$ cat src/rtl/uart_pkg.sv
// Shared types and constants for the UART receiver.
package uart_pkg;

  typedef enum logic [2:0] {
    IDLE   = 3'd0,
    START  = 3'd1,
    DATA   = 3'd2,
    PARITY = 3'd3,
    STOP   = 3'd4,
    BREAK  = 3'd5
  } rx_state_t;

  localparam int unsigned OVERSAMPLE = 16;
  localparam int unsigned MID_START  = 7;
  localparam int unsigned DATA_BITS  = 8;

  localparam logic [3:0] CNT_LAST = 4'(OVERSAMPLE - 1);
  localparam logic [3:0] CNT_MID  = 4'(MID_START);
  localparam logic [2:0] BIT_LAST = 3'(DATA_BITS - 1);

  // Odd mode: the total count of ones over data+parity must be odd.
  function automatic logic parity_err(input logic [7:0] d, input logic p, input logic odd);
    return ((^{d, p}) != odd);
  endfunction

  function automatic logic maj3(input logic a, input logic b, input logic c);
    return ((a & b) | (a & c) | (b & c));
  endfunction

endpackage

$ cat src/rtl/uart_rx_sync.sv
// rx metastability synchronizer; with UART_RX_MAJORITY_EN defined, rx_smp is a 2-of-3 vote
// over the current and two previous synchronized samples.
module uart_rx_sync
  import uart_pkg::*;
#(
  parameter int SYNC_STAGES = 2
) (
  input  logic clk,
  input  logic rst_n,
  input  logic rx,
  output logic rx_s,
  output logic rx_smp
);

  logic [SYNC_STAGES-1:0] sync_q;
  logic [SYNC_STAGES-1:0] sync_d;

  always_comb begin
    sync_d = {sync_q[SYNC_STAGES-2:0], rx};
  end

  // Preset to idle-high so reset never looks like a start bit.
  always_ff @(posedge clk or negedge rst_n) begin
    if (!rst_n) begin
      sync_q <= '1;
    end else begin
      sync_q <= sync_d;
    end
  end

  assign rx_s = sync_q[SYNC_STAGES-1];

`ifdef UART_RX_MAJORITY_EN
  logic [1:0] hist_q;
  logic [1:0] hist_d;

  always_comb begin
    hist_d = {hist_q[0], rx_s};
  end

  always_ff @(posedge clk or negedge rst_n) begin
    if (!rst_n) begin
      hist_q <= 2'b11;
    end else begin
      hist_q <= hist_d;
    end
  end

  assign rx_smp = maj3(hist_q[1], hist_q[0], rx_s);
`else
  assign rx_smp = rx_s;
`endif

endmodule

$ cat src/rtl/uart_rx.sv
// UART receiver: 16x oversampled 8-data/parity/stop frames into a hold register with flags.
// Optional 2-of-3 sample voting is enabled by defining UART_RX_MAJORITY_EN.
module uart_rx
  import uart_pkg::*;
#(
  parameter int SYNC_STAGES = 2,
  parameter bit PARITY_ODD  = 1'b1
) (
  input  logic       mclkx16,
  input  logic       reset,
  input  logic       rx,
  input  logic       read,
  output logic [7:0] data,
  output logic       rxrdy,
  output logic       parityerr,
  output logic       framingerr,
  output logic       overrun
);

  logic rx_s;
  logic rx_smp;

  rx_state_t  state_q, state_d;
  logic [3:0] cnt_q, cnt_d;
  logic [2:0] bitcnt_q, bitcnt_d;
  logic [7:0] sr_q, sr_d;
  logic       pbit_q, pbit_d;
  logic [7:0] data_q, data_d;
  logic       rxrdy_q, rxrdy_d;
  logic       parityerr_q, parityerr_d;
  logic       framingerr_q, framingerr_d;
  logic       overrun_q, overrun_d;
  logic       tick_s;
  logic       load_s;

  uart_rx_sync #(
    .SYNC_STAGES(SYNC_STAGES)
  ) u_sync (
    .clk   (mclkx16),
    .rst_n (reset),
    .rx    (rx),
    .rx_s  (rx_s),
    .rx_smp(rx_smp)
  );

  always_ff @(posedge mclkx16 or negedge reset) begin
    if (!reset) begin
      state_q      <= IDLE;
      cnt_q        <= 4'd0;
      bitcnt_q     <= 3'd0;
      sr_q         <= 8'h00;
      pbit_q       <= 1'b0;
      data_q       <= 8'h00;
      rxrdy_q      <= 1'b0;
      parityerr_q  <= 1'b0;
      framingerr_q <= 1'b0;
      overrun_q    <= 1'b0;
    end else begin
      state_q      <= state_d;
      cnt_q        <= cnt_d;
      bitcnt_q     <= bitcnt_d;
      sr_q         <= sr_d;
      pbit_q       <= pbit_d;
      data_q       <= data_d;
      rxrdy_q      <= rxrdy_d;
      parityerr_q  <= parityerr_d;
      framingerr_q <= framingerr_d;
      overrun_q    <= overrun_d;
    end
  end

  assign tick_s = (cnt_q == CNT_LAST);
  assign load_s = (state_q == STOP) && tick_s;

  always_comb begin
    state_d = state_q;
    case (state_q)
      IDLE: begin
        if (!rx_s) state_d = START;
        else       state_d = IDLE;
      end
      START: begin
        if (cnt_q == CNT_MID) state_d = rx_smp ? IDLE : DATA;
        else                  state_d = START;
      end
      DATA: begin
        if (tick_s && (bitcnt_q == BIT_LAST)) state_d = PARITY;
        else                                  state_d = DATA;
      end
      PARITY: begin
        if (tick_s) state_d = STOP;
        else        state_d = PARITY;
      end
      // A low stop bit parks in BREAK so a held-low line cannot start a new frame.
      STOP: begin
        if (tick_s) state_d = rx_smp ? IDLE : BREAK;
        else        state_d = STOP;
      end
      BREAK: begin
        if (rx_s) state_d = IDLE;
        else      state_d = BREAK;
      end
      default: state_d = IDLE;
    endcase
  end

  always_comb begin
    cnt_d    = cnt_q + 4'd1;
    bitcnt_d = bitcnt_q;
    sr_d     = sr_q;
    pbit_d   = pbit_q;
    case (state_q)
      IDLE: begin
        cnt_d    = 4'd0;
        bitcnt_d = 3'd0;
      end
      START: begin
        if (cnt_q == CNT_MID) cnt_d = 4'd0;
        else                  cnt_d = cnt_q + 4'd1;
      end
      DATA: begin
        if (tick_s) begin
          sr_d     = {rx_smp, sr_q[7:1]};
          bitcnt_d = bitcnt_q + 3'd1;
        end else begin
          sr_d     = sr_q;
          bitcnt_d = bitcnt_q;
        end
      end
      PARITY: begin
        if (tick_s) pbit_d = rx_smp;
        else        pbit_d = pbit_q;
      end
      STOP:    cnt_d = cnt_q + 4'd1;
      BREAK:   cnt_d = cnt_q + 4'd1;
      default: cnt_d = 4'd0;
    endcase
  end

  // A load always lands; a same-cycle read only suppresses the overrun it would cause.
  always_comb begin
    data_d       = data_q;
    rxrdy_d      = rxrdy_q;
    parityerr_d  = parityerr_q;
    framingerr_d = framingerr_q;
    overrun_d    = overrun_q;
    if (load_s) begin
      data_d       = sr_q;
      parityerr_d  = parity_err(sr_q, pbit_q, PARITY_ODD);
      framingerr_d = ~rx_smp;
      rxrdy_d      = 1'b1;
      overrun_d    = (rxrdy_q & ~read) | (overrun_q & ~read);
    end else if (read) begin
      rxrdy_d   = 1'b0;
      overrun_d = 1'b0;
    end else begin
      rxrdy_d   = rxrdy_q;
      overrun_d = overrun_q;
    end
  end

  assign data       = data_q;
  assign rxrdy      = rxrdy_q;
  assign parityerr  = parityerr_q;
  assign framingerr = framingerr_q;
  assign overrun    = overrun_q;

endmodule

$ cat config.mk
export PLATFORM = sky130hd
export DESIGN_NAME = uart_rx
export DESIGN_NICKNAME = d
export VERILOG_FILES = /design/src/rtl/uart_pkg.sv /design/src/rtl/uart_rx_sync.sv /design/src/rtl/uart_rx.sv
export SDC_FILE = /design/constraint.sdc
export NUM_CORES = 1
export LEC_CHECK = 0
export ABC_AREA = 1
export CORE_MARGIN = 2
export CORE_UTILIZATION = 55
export DETAILED_ROUTE_END_ITERATION = 6
export HOLD_SLACK_MARGIN = 0.03
export PLACE_DENSITY = 0.77
export REMOVE_ABC_BUFFERS = 1
export SLEW_MARGIN = 30
export SYNTH_ARGS = -nofsm -noshare
export SYNTH_HDL_FRONTEND = slang
export SYNTH_SLANG_ARGS = --single-unit
$ cat constraint.sdc
create_clock -name mclkx16 -period 1.6 [get_ports mclkx16]
set_input_delay 0.24 -clock mclkx16 [delete_from_list [all_inputs] [get_ports mclkx16]]
set_output_delay 0.24 -clock mclkx16 [all_outputs]
set_load 0.01 [all_outputs]
# After elaboration in Yosys (flattened, before gate mapping)
# Index checks and enable logic that the tools add are counted.
[op_classes]
n_addsub = 2
eq_ne = 9
mux = 15
n_bitwise = 6
n_reduce_logical = 10
[ops]
columns = ["op", "n"]
rows = [
  ["3-bit one-hot mux with 6 select lines", 1],
  ["3-bit 2-to-1 mux", 4],
  ["3-bit == test, second input constant", 3],
  ["9-bit parity", 1],
  ["4-bit one-hot mux with 2 select lines", 1],
  ["3-bit by 2-bit == test with 1-bit output, second input constant", 2],
  ["3-bit one-hot mux with 2 select lines", 1],
  ["2-bit AND reduction", 3],
  ["1-bit 2-to-1 mux", 5],
  ["4-bit by 1-bit adder with 4-bit output, second input constant", 1],
  ["4-bit by 3-bit == test with 1-bit output, second input constant", 1],
  ["4-bit == test, second input constant", 1],
  ["2-bit 2-to-1 mux", 2],
  ["4-bit 2-to-1 mux", 1],
  ["2-bit nonzero test", 2],
  ["4-bit OR reduction", 1],
  ["3-bit by 1-bit adder with 3-bit output, second input constant", 1],
  ["3-bit by 1-bit == test with 1-bit output, second input constant", 1],
  ["3-bit zero test", 1],
  ["1-bit NOT", 3],
  ["1-bit bitwise AND", 2],
  ["1-bit logical AND", 2],
  ["2-bit inequality test, second input constant", 1],
  ["1-bit bitwise OR", 1],
]
[totals]
register_bits = 33
in_bits = 4
out_inout_bits = 12
word_cells = 53

# Depth between registers and ports, before layout
# Gate-level depths: netlist (run 1).
[depth]
depth_word = 4
depth_mapped = 10
mapped_depth_nobuf = 10

# By module
# From an unflattened synthesis (run 1), not the netlist that was laid out.
[unflattened]
cells_unflattened = 172
area_unflattened_um2 = 1541.5
[by_module_without_submodules]
columns = ["module", "instances", "cells_each", "area_each_um2", "seq_area_each_um2"]
rows = [
  ["uart_rx", 1, 169, 1481.4, 775.7],
  ["uart_rx_sync", 1, 3, 60.1, 52.6],
]

# Worst setup path after synthesis (run 1)
# No wires, ideal clock.
[synth_path]
kind = "reg2reg"
start = "register cnt_q[0]"
end = "register sr_q[3]"
setup_ns = 0.123
arrival_ns = 1.130
t_required_ns = 1.477
slack_ns = 0.347
path_stages_with_launch = 8
n_path_buf = 1
period_less_slack_ns = 1.253
cell_sequence = "dfrtp_1 > ha_1 > nand2_2 > nor2_4 > inv_2 > nor2_8 > buf_8 > o21ai_1"
[synth_between]
elab_chain_cells = 2
[synth_rtl]
columns = ["element", "line_no", "rtl"]
rows = [
  ["from (decl)", "uart_rx.sv:24", "logic [3:0] cnt_q, cnt_d;"],
  ["from (signal assigned)", "uart_rx.sv:60", "cnt_q <= cnt_d;"],
  ["4-bit == test", "uart_rx.sv:72", "assign tick_s = (cnt_q == CNT_LAST);"],
  ["2-bit AND reduction (no line)", "n/a", ""],
  ["to (signal assigned)", "uart_rx.sv:62", "sr_q <= sr_d;"],
  ["to (decl)", "uart_rx.sv:26", "logic [7:0] sr_q, sr_d;"],
]
# Every way passes these cells.
# A chain may end at the register's enable or synchronous reset.

# Worst setup path in the final report (run 1)
[layout_path]
start = "register parityerr_q (netlist: parityerr)"
end = "output port parityerr"
[layout_rtl]
columns = ["element", "line_no", "rtl"]
rows = [
  ["from (decl)", "uart_rx.sv:30", "logic parityerr_q, parityerr_d;"],
  ["from (signal assigned)", "uart_rx.sv:66", "parityerr_q <= parityerr_d;"],
  ["to (decl)", "uart_rx.sv:15", "output logic parityerr,"],
]
# No word-level cell between the ends.

==> out/metrics.yaml, run 1 <==
sta:
  tightest_slew_ns: 0.409
  hold_slack_ns: 0.301
  skew_ns: 0.0145
  grt_setup_unrepaired: "false"
  drv_slew: 0
  fmax_mhz: 670
  finalHoldViolCount: 0
  slew_headroom_pct: 72.8
  fin_crit_ns: 1.49
  tns_ns: 0
  fin_crit_sh_pct: 93.3
  setup_viol: 0
detailed_routing:
  first_pass_iters: 4
  dr.first_iter.drc_count: 66
  wl_per_cell_um: 11.8
  drt_wl_total_um: 2690
  drc: 0
  viasPerCell: 5.26
  vias: 1199
  drtAntennaViolNets: 0
power:
  leakage_nw: 0.913
  power_density_nw_per_um2: 970
  ir_drop_uv: 772
min_path:
  hold_path_class: "in2async"
floorplan:
  dieArea_sq_um: 3340
  dieWidth_um: 57.8
  io-pin-count: 16
  rows: 19
  coreArea_sq_um: 2760
  start_util_pct: 57.8
  die_h_um: 57.8
synthesis:
  avgSynthCellArea_sq_um: 9.38
  yosysTopAreaCell: "dfrtp_1"
  synthTopCellsByArea: "dfrtp_1, nand2_1, o21ai_2"
  synth_top_area_share_pct: 48.7
  synth_edf_count: 0
  ys_ff_latch: 33
  yosys_warnings: 0
  ys_seq_area_share_pct: 52.0
  syn_inst: 170
  yosysMostFrequentCell: "nand2_1"
  netlist_area_sq_um: 1590
  synthArstFlopShare_pct: 100
  ys_top_cells_by_count: "nand2_1, dfrtp_1, inv_1"
  ys.flop_type: "dfrtp_1"
  synthDistinctLibCells: 29
critical_path:
  worstPathArrival_ns: 1.25
  slowest_stage: "clkdlybuf4s50_1"
  rr_endpoint: "data[2]"
  crit_required_ns: 1.36
  reg2reg_slack_ns: 0.15
  cp-end-kind: "primary output"
  worstSetupPathType: "reg2out"
  reg2reg_from: "cnt_q[0]"
  start_kind: "flip-flop"
  crit_buf_inv: 1
  rr_worst_depth: 7
  cp_slowest_stage_delay_ns: 0.54
  crit_fanout: 2
  crit_family: "buffers and inverters"
  path_cells: "clkdlybuf4s50_1"
place:
  dp_cells: 218
  hpwl_um: 2020
  gp_congestion: 0.932
  io_buffer_count: 15
clock_network:
  worstSkewPairLatency_ns: 0.34
  cts_buffer_depth: 2
  cts-htree-levels: 2
  cts_root_buf: "clkbuf_4"
  cts_buffers: 5
  path_clk_slew_ns: 0.10
  cts_tree: "yes"
  cts.sinks: 33
final_layout:
  diodes: 0
  instances_no_fill: 228
  drive_above_1_share_pct: 22.3
  finish.utilization_pct: 67.5
  synthToLayoutAreaGrowth_pct: 16.7
  fin_nets: 204
grt:
  grt_max_degree: 34
  grt_pass1_vias: 1153
  grt_pass1_wl_um: 4860
  antenna_found_initial: 0
  globalRoute.totalOverflow: 0
  grtUsageTotal_pct: 19.7
status:
  status: "complete, no violations"
flow_run:
  maxCapViolCount: 0
-- metal layers --
layer  vias up  GRT usage (%)  share of wire [%]
met4         0           7.97                1.4
met2        24           33.6                 53
met3         4           7.37                4.8
met5         -              0                  0
met1       572           22.4                 41
li1        599              -                  -
-- report_power, final --
part | switching [W] | internal (W)
Clock | 0.000268 | 0.000171
Sequential | 0.0000585 | 0.000903
Combinational | 0.000252 | 0.000153
-- cell families (layout without fill, tap and decap cells) --
family | Yosys count | count (layout) | synth area share [%]
simple gates | 75 | 75 | 23.3
flops | 33 | 33 | 52.0
compound gates | 29 | 29 | 12.3
buf+inv | 27 | 54 | 8.16
fa+ha+maj | 4 | 4 | 3.14
xor+xnor | 2 | 2 | 1.10
-- how the worst max path moves through the flow --
stage                   start         end  slack, ns  cells after the start
floorplan            cnt_q[0]  state_q[0]       0.18                      7
global route         cnt_q[0]     data[6]       0.03                      7
detailed placement   cnt_q[0]   parityerr       0.13                      7
global placement     cnt_q[0]     data[6]       0.21                      7
CTS                 parityerr   parityerr       0.08                      1
finish              parityerr   parityerr       0.11                      1
-- per-stage QoR --
| step | power (W) | setup slack (ns) | instance area [sq um] |
|---|---|---|---|
| after floorplan | 0.00127 | 0.177 | 1560 |
| after global placement | 0.00136 | 0.208 | 1780 |
| after detailed placement | 0.00138 | 0.132 | 1780 |
| after CTS | 0.00183 | 0.0804 | 1830 |
| after global routing | 0.00193 | 0.0262 | 1860 |
| final | 0.00180 | 0.107 | 1860 |
-- what timing repair did --
action	in CTS	in global routing
hold buffers	0	0
endpoints found under the setup margin	0	1
resized for setup	0	0
setup buffers	0	2
-- registers in the layout (all words and copies together) (netlist names), 2 cells and up --
register / flops
bitcnt_q: 3
cnt_q: 4
data: 8
sr_q: 8
state_q: 3
u_sync.sync_q: 2
-- cell usage in the layout, fill, tap and decap left out --
cell	count
a21oi_1	1
a21oi_2	1
a31oi_1	2
buf_12	1
buf_4	6
clkbuf_1	2
clkbuf_4	5
clkdlybuf4s50_1	15
clkinv_2	1
dfrtp_1	31
dfstp_2	2
ha_1	4
inv_1	18
inv_2	5
inv_4	1
nand2_1	45
nand2_2	4
nand3_1	10
nand3_4	1
nand3b_1	1
nand4_1	2
nor2_1	6
nor2_2	1
nor2_4	1
nor2_8	1
nor3_2	3
o21ai_0	2
o21ai_1	10
o21ai_2	11
o22ai_1	1
o31ai_1	1
xnor2_1	1
xor2_1	1
-- area by class of cell --
class / instances / area, sq um
multi-input cells: 110 / 636
repair buffers: 22 / 215
well taps: 31 / 38.8
flip-flops and latches: 33 / 828
clock buffers: 7 / 45.0
inverters: 24 / 92.6
fillers: 207 / 897
clock inverters: 1 / 5.00
Note: power is estimated with default switching activity, not from simulation.
==> run 2: changes to the inputs <==
PLACE_DENSITY = 0.79   (was 0.77)
SETUP_SLACK_MARGIN = 0.2   (was unset)
TNS_END_PERCENT = 30   (was unset)
==> run 2 against run 1 <==
Flip-flop and latch count unchanged. Worst hold slack got worse by 0.035 ns. Design area increased by 6.6%. Clock skew increased by 0.0025 ns. Largest cell class unchanged. Largest power group unchanged. Highest routed layer unchanged.
==> out/metrics.yaml, run 2 (synthesis gave the netlist of run 1 again) <==
floorplan:
  io-pin-count: 16
  die_h_um: 57.8
  dieWidth_um: 57.8
  dieArea_sq_um: 3340
  coreArea_sq_um: 2760
  start_util_pct: 57.8
  rows: 19
min_path:
  hold_path_class: "in2async"
sta:
  fin_crit_sh_pct: 92.8
  finalHoldViolCount: 0
  tightest_slew_ns: 0.404
  skew_ns: 0.0169
  fmax_mhz: 674
  setup_viol: 0
  hold_slack_ns: 0.266
  grt_setup_unrepaired: "true"
  slew_headroom_pct: 73.1
  drv_slew: 0
  fin_crit_ns: 1.48
  tns_ns: 0
detailed_routing:
  top_layer: "met4"
  viasPerCell: 5.43
  wl_per_cell_um: 14.4
  drtAntennaViolNets: 0
  met3_length_um: 118
  vias: 1277
  drc: 0
  first_pass_iters: 4
  dr.first_iter.drc_count: 63
  wl_met2_um: 1910
  drt_wl_total_um: 3390
  met1Wirelength_um: 1330
clock_network:
  path_clk_slew_ns: 0.11
  cts.sinks: 33
  cts_tree: "yes"
  cts-htree-levels: 2
  cts_buffers: 5
  cts_buffer_depth: 2
  worstSkewPairLatency_ns: 0.35
  cts_root_buf: "clkbuf_4"
final_layout:
  final_cell_mix: "nand2_1, dfrtp_1, inv_1, o21ai_2"
  diodes: 0
  synthToLayoutAreaGrowth_pct: 24.4
  fin_nets: 211
  multi_input_area_sq_um: 694
  n_fill_cell: 186
  final_common_cell: "nand2_1"
  final-seq-area_sq_um: 828
  drive_above_1_share_pct: 28.4
  finish.utilization_pct: 71.9
critical_path:
  start_kind: "flip-flop"
  worstSetupPathType: "reg2out"
  path_cells: "clkdlybuf4s50_1"
  crit_buf_inv: 1
  worstPathArrival_ns: 1.24
  cp_slowest_stage_delay_ns: 0.53
  rr_worst_depth: 8
  slowest_stage: "clkdlybuf4s50_1"
  reg2reg_from: "cnt_q[0]"
  crit_required_ns: 1.36
  rr_endpoint: "sr_q[7]"
  cp_num_cells: 1
  crit_family: "buffers and inverters"
  reg2reg_slack_ns: 0.17
  crit_fanout: 2
  cp-end-kind: "primary output"
place:
  gp_congestion: 0.907
  hpwl_um: 2210
  io_buffer_count: 15
power:
  ir_drop_uv: 971
  totalPowerFinal_w: 0.00189
  leakage_nw: 1.04
  power_density_nw_per_um2: 952
grt:
  antenna_found_initial: 0
  grtUsageTotal_pct: 21.3
  grt_pass1_vias: 1266
  grt_pass1_wl_um: 5390
  globalRoute.totalOverflow: 0
  grt_max_degree: 34
flow_run:
  maxCapViolCount: 0
status:
  status: "complete, no violations"
-- run 2: cell count changes in the layout (fill, tap and decap cells not counted), sizes merged --
| cell | before | now |
|---|---|---|
| buf | 7 | 12 |
| clkdlybuf4s50 | 15 | 7 |
| clkinv | 1 | 2 |
| dlygate4sd2 | 0 | 7 |
| dlymetal6s2s | 0 | 1 |
| nor2 | 9 | 10 |
-- run 2: cell type report --
type	instances	share of cell area, %
sequential	33	41.8
multi-input combinational	111	35.0
timing repair buffer	28	13.9
inverter	24	4.79
clock buffer	6	2.08
tap	31	1.96
clock inverter	2	0.505
-- run 2: power by group --
group	leakage (nW)	switching [W]	internal (W)
Sequential	0.447	0.0000793	0.000903
Clock	0.0320	0.000284	0.000167
Combinational	0.564	0.000274	0.000181
-- run 2: worst max-delay path by stage --
| stage | from | to | slack (ns) |
|---|---|---|---|
| after global routing | rxrdy | rxrdy | 0.07 |
| final | data[3] | data[3] | 0.12 |
| after CTS | data[3] | data[3] | 0.11 |
| after detailed placement | cnt_q[0] | data[1] | 0.15 |
| after floorplan | cnt_q[0] | state_q[0] | 0.18 |
| after global placement | cnt_q[0] | bitcnt_q[2] | 0.22 |
-- run 2: routing by layer --
layer  up-vias  GRT usage [%]
li1        619              -
met4         0           7.97
met3         4           6.70
met2        23           39.0
met5         -              0
met1       631           22.9
-- run 2: timing repair --
action | CTS | global route
gates cloned | 0 | 2
gates resized for setup | 7 | 17
pin swaps | 0 | 5
hold buffers | 0 | 0
endpoints found under the setup margin | 24 | 30
buffers inserted | 0 | 9
-- run 2: through the flow --
step	cell area, sq um	std cells	setup WS, ns
floorplan	1560	167	0.177
global placement	1770	216	0.223
detailed placement	1770	216	0.152
CTS	1810	224	0.112
global route	1980	235	0.0702
finish	1980	235	0.115
==> run 3: changes to the inputs <==
CORE_UTILIZATION = 46   (was 55)
PLACE_DENSITY = 0.69   (was 0.79)
==> run 3 against run 2 <==
Die area rose by 18%. Routed wire length fell by 9.9%. Core utilization fell by 12 points. Combinational power barely moved. Worst setup slack improved by 0.011 ns.
==> out/metrics.yaml, run 3 (synthesis gave the netlist of run 1 again) <==
status:
  status: "complete, no violations"
detailed_routing:
  drtAntennaViolNets: 0
  wl_per_cell_um: 12.1
  vias: 1237
  dr.first_iter.drc_count: 43
  first_pass_iters: 4
  viasPerCell: 4.89
  drc: 0
  drt_wl_total_um: 3060
sta:
  slew_headroom_pct: 80.4
  drv_slew: 0
  finalHoldViolCount: 0
  fmax_mhz: 679
  tightest_slew_ns: 0.293
  fin_crit_ns: 1.47
  setup_viol: 0
  grt_setup_unrepaired: "true"
  tns_ns: 0
  skew_ns: 0.0151
  fin_crit_sh_pct: 92.1
final_layout:
  instances_no_fill: 253
  final_cell_mix: "nand2_1, dfrtp_1, inv_1, o21ai_2, buf_4"
  diodes: 0
  synthToLayoutAreaGrowth_pct: 24.9
  final-seq-area_sq_um: 830
  fin_nets: 214
  drive_above_1_share_pct: 28.0
  n_fill_cell: 305
  multi_input_area_sq_um: 674
  final_common_cell: "nand2_1"
place:
  dp_cells: 231
  io_buffer_count: 15
  hpwl_um: 1990
  gp_congestion: 0.834
floorplan:
  coreArea_sq_um: 3340
  dieArea_sq_um: 3950
  start_util_pct: 47.8
  io-pin-count: 16
  rows: 21
  dieWidth_um: 62.9
  die_h_um: 62.9
grt:
  globalRoute.totalOverflow: 0
  grt_max_degree: 34
  grtUsageTotal_pct: 17.1
  grt_pass1_wl_um: 5290
  grt_pass1_vias: 1174
  antenna_found_initial: 0
power:
  leakage_nw: 1.03
  power_density_nw_per_um2: 942
  ir_drop_uv: 629
clock_network:
  cts.sinks: 33
  cts_buffers: 5
  cts_tree: "yes"
  cts-htree-levels: 2
  cts_buffer_depth: 2
  path_clk_slew_ns: 0.11
  worstSkewPairLatency_ns: 0.34
  cts_root_buf: "clkbuf_4"
critical_path:
  worstSetupPathType: "reg2out"
  crit_family: "buffers and inverters"
  cp_slowest_stage_delay_ns: 0.53
  worstPathArrival_ns: 1.23
  start_kind: "flip-flop"
  slowest_stage: "clkdlybuf4s50_1"
  path_cells: "clkdlybuf4s50_1"
  crit_fanout: 2
  crit_buf_inv: 1
  crit_required_ns: 1.36
  cp-end-kind: "primary output"
min_path:
  hold_path_class: "in2async"
flow_run:
  maxCapViolCount: 0
## run 3: changes by cell type in the layout (fill, tap and decap cells not counted), sizes merged
| cell | change |
|---|---|
| buf | +3 |
| clkinv | -1 |
| nand2 | +1 |
## run 3: cell type report
class	instances	share of cell area [%]
clock inverters	1	0.251
clock buffers	7	2.26
repair buffers	30	14.3
inverters	24	4.78
multi-input cells	112	33.9
well taps	46	2.89
flip-flops and latches	33	41.7
## run 3: metal layers
layer	wire length, um	track usage (%)
met2	1520	27.9
met4	69	6.94
met1	1350	21.0
met5	0	0
met3	114	5.41
## run 3: power by group
part           internal, W  switching (W)
clock             0.000171       0.000277
combinational     0.000181       0.000276
sequential        0.000903      0.0000673
## run 3: stage by stage
stage / util (%) / hold WS, ns / power (W) / worst slack, ns / cell area, sq um
2_1_floorplan: - / -0.0556 / 0.00127 / 0.177 / 1560
5_1_grt: 59.7 / 0.240 / 0.00201 / 0.0403 / 1990
3_3_place_gp: 53.9 / 0.346 / 0.00136 / 0.187 / 1800
3_5_place_dp: 53.9 / 0.350 / 0.00139 / 0.125 / 1800
6_report: 59.7 / 0.243 / 0.00188 / 0.126 / 1990
4_1_cts: 55.2 / 0.243 / 0.00184 / 0.109 / 1840
## run 3: worst paths after layout
check	start	endpoint	slack (ns)	depth (start not counted)
max	data[0]	data[0]	0.13	1
min	reset	data[2]	0.24	2
max reg2reg	cnt_q[0]	sr_q[1]	0.15	8
min reg2reg	u_sync.sync_q[0]	u_sync.sync_q[1]	0.36	0
max in group asynchronous	reset	u_sync.sync_q[0]	1.10	2
min in group mclkx16	rx	u_sync.sync_q[0]	0.30	1
## run 3: what timing repair did
action | CTS | global route
hold buffers | 0 | 0
pin swaps | 0 | 4
setup endpoints to repair | 24 | 27
resized for setup | 7 | 12
setup buffers | 0 | 12
cloned | 0 | 2
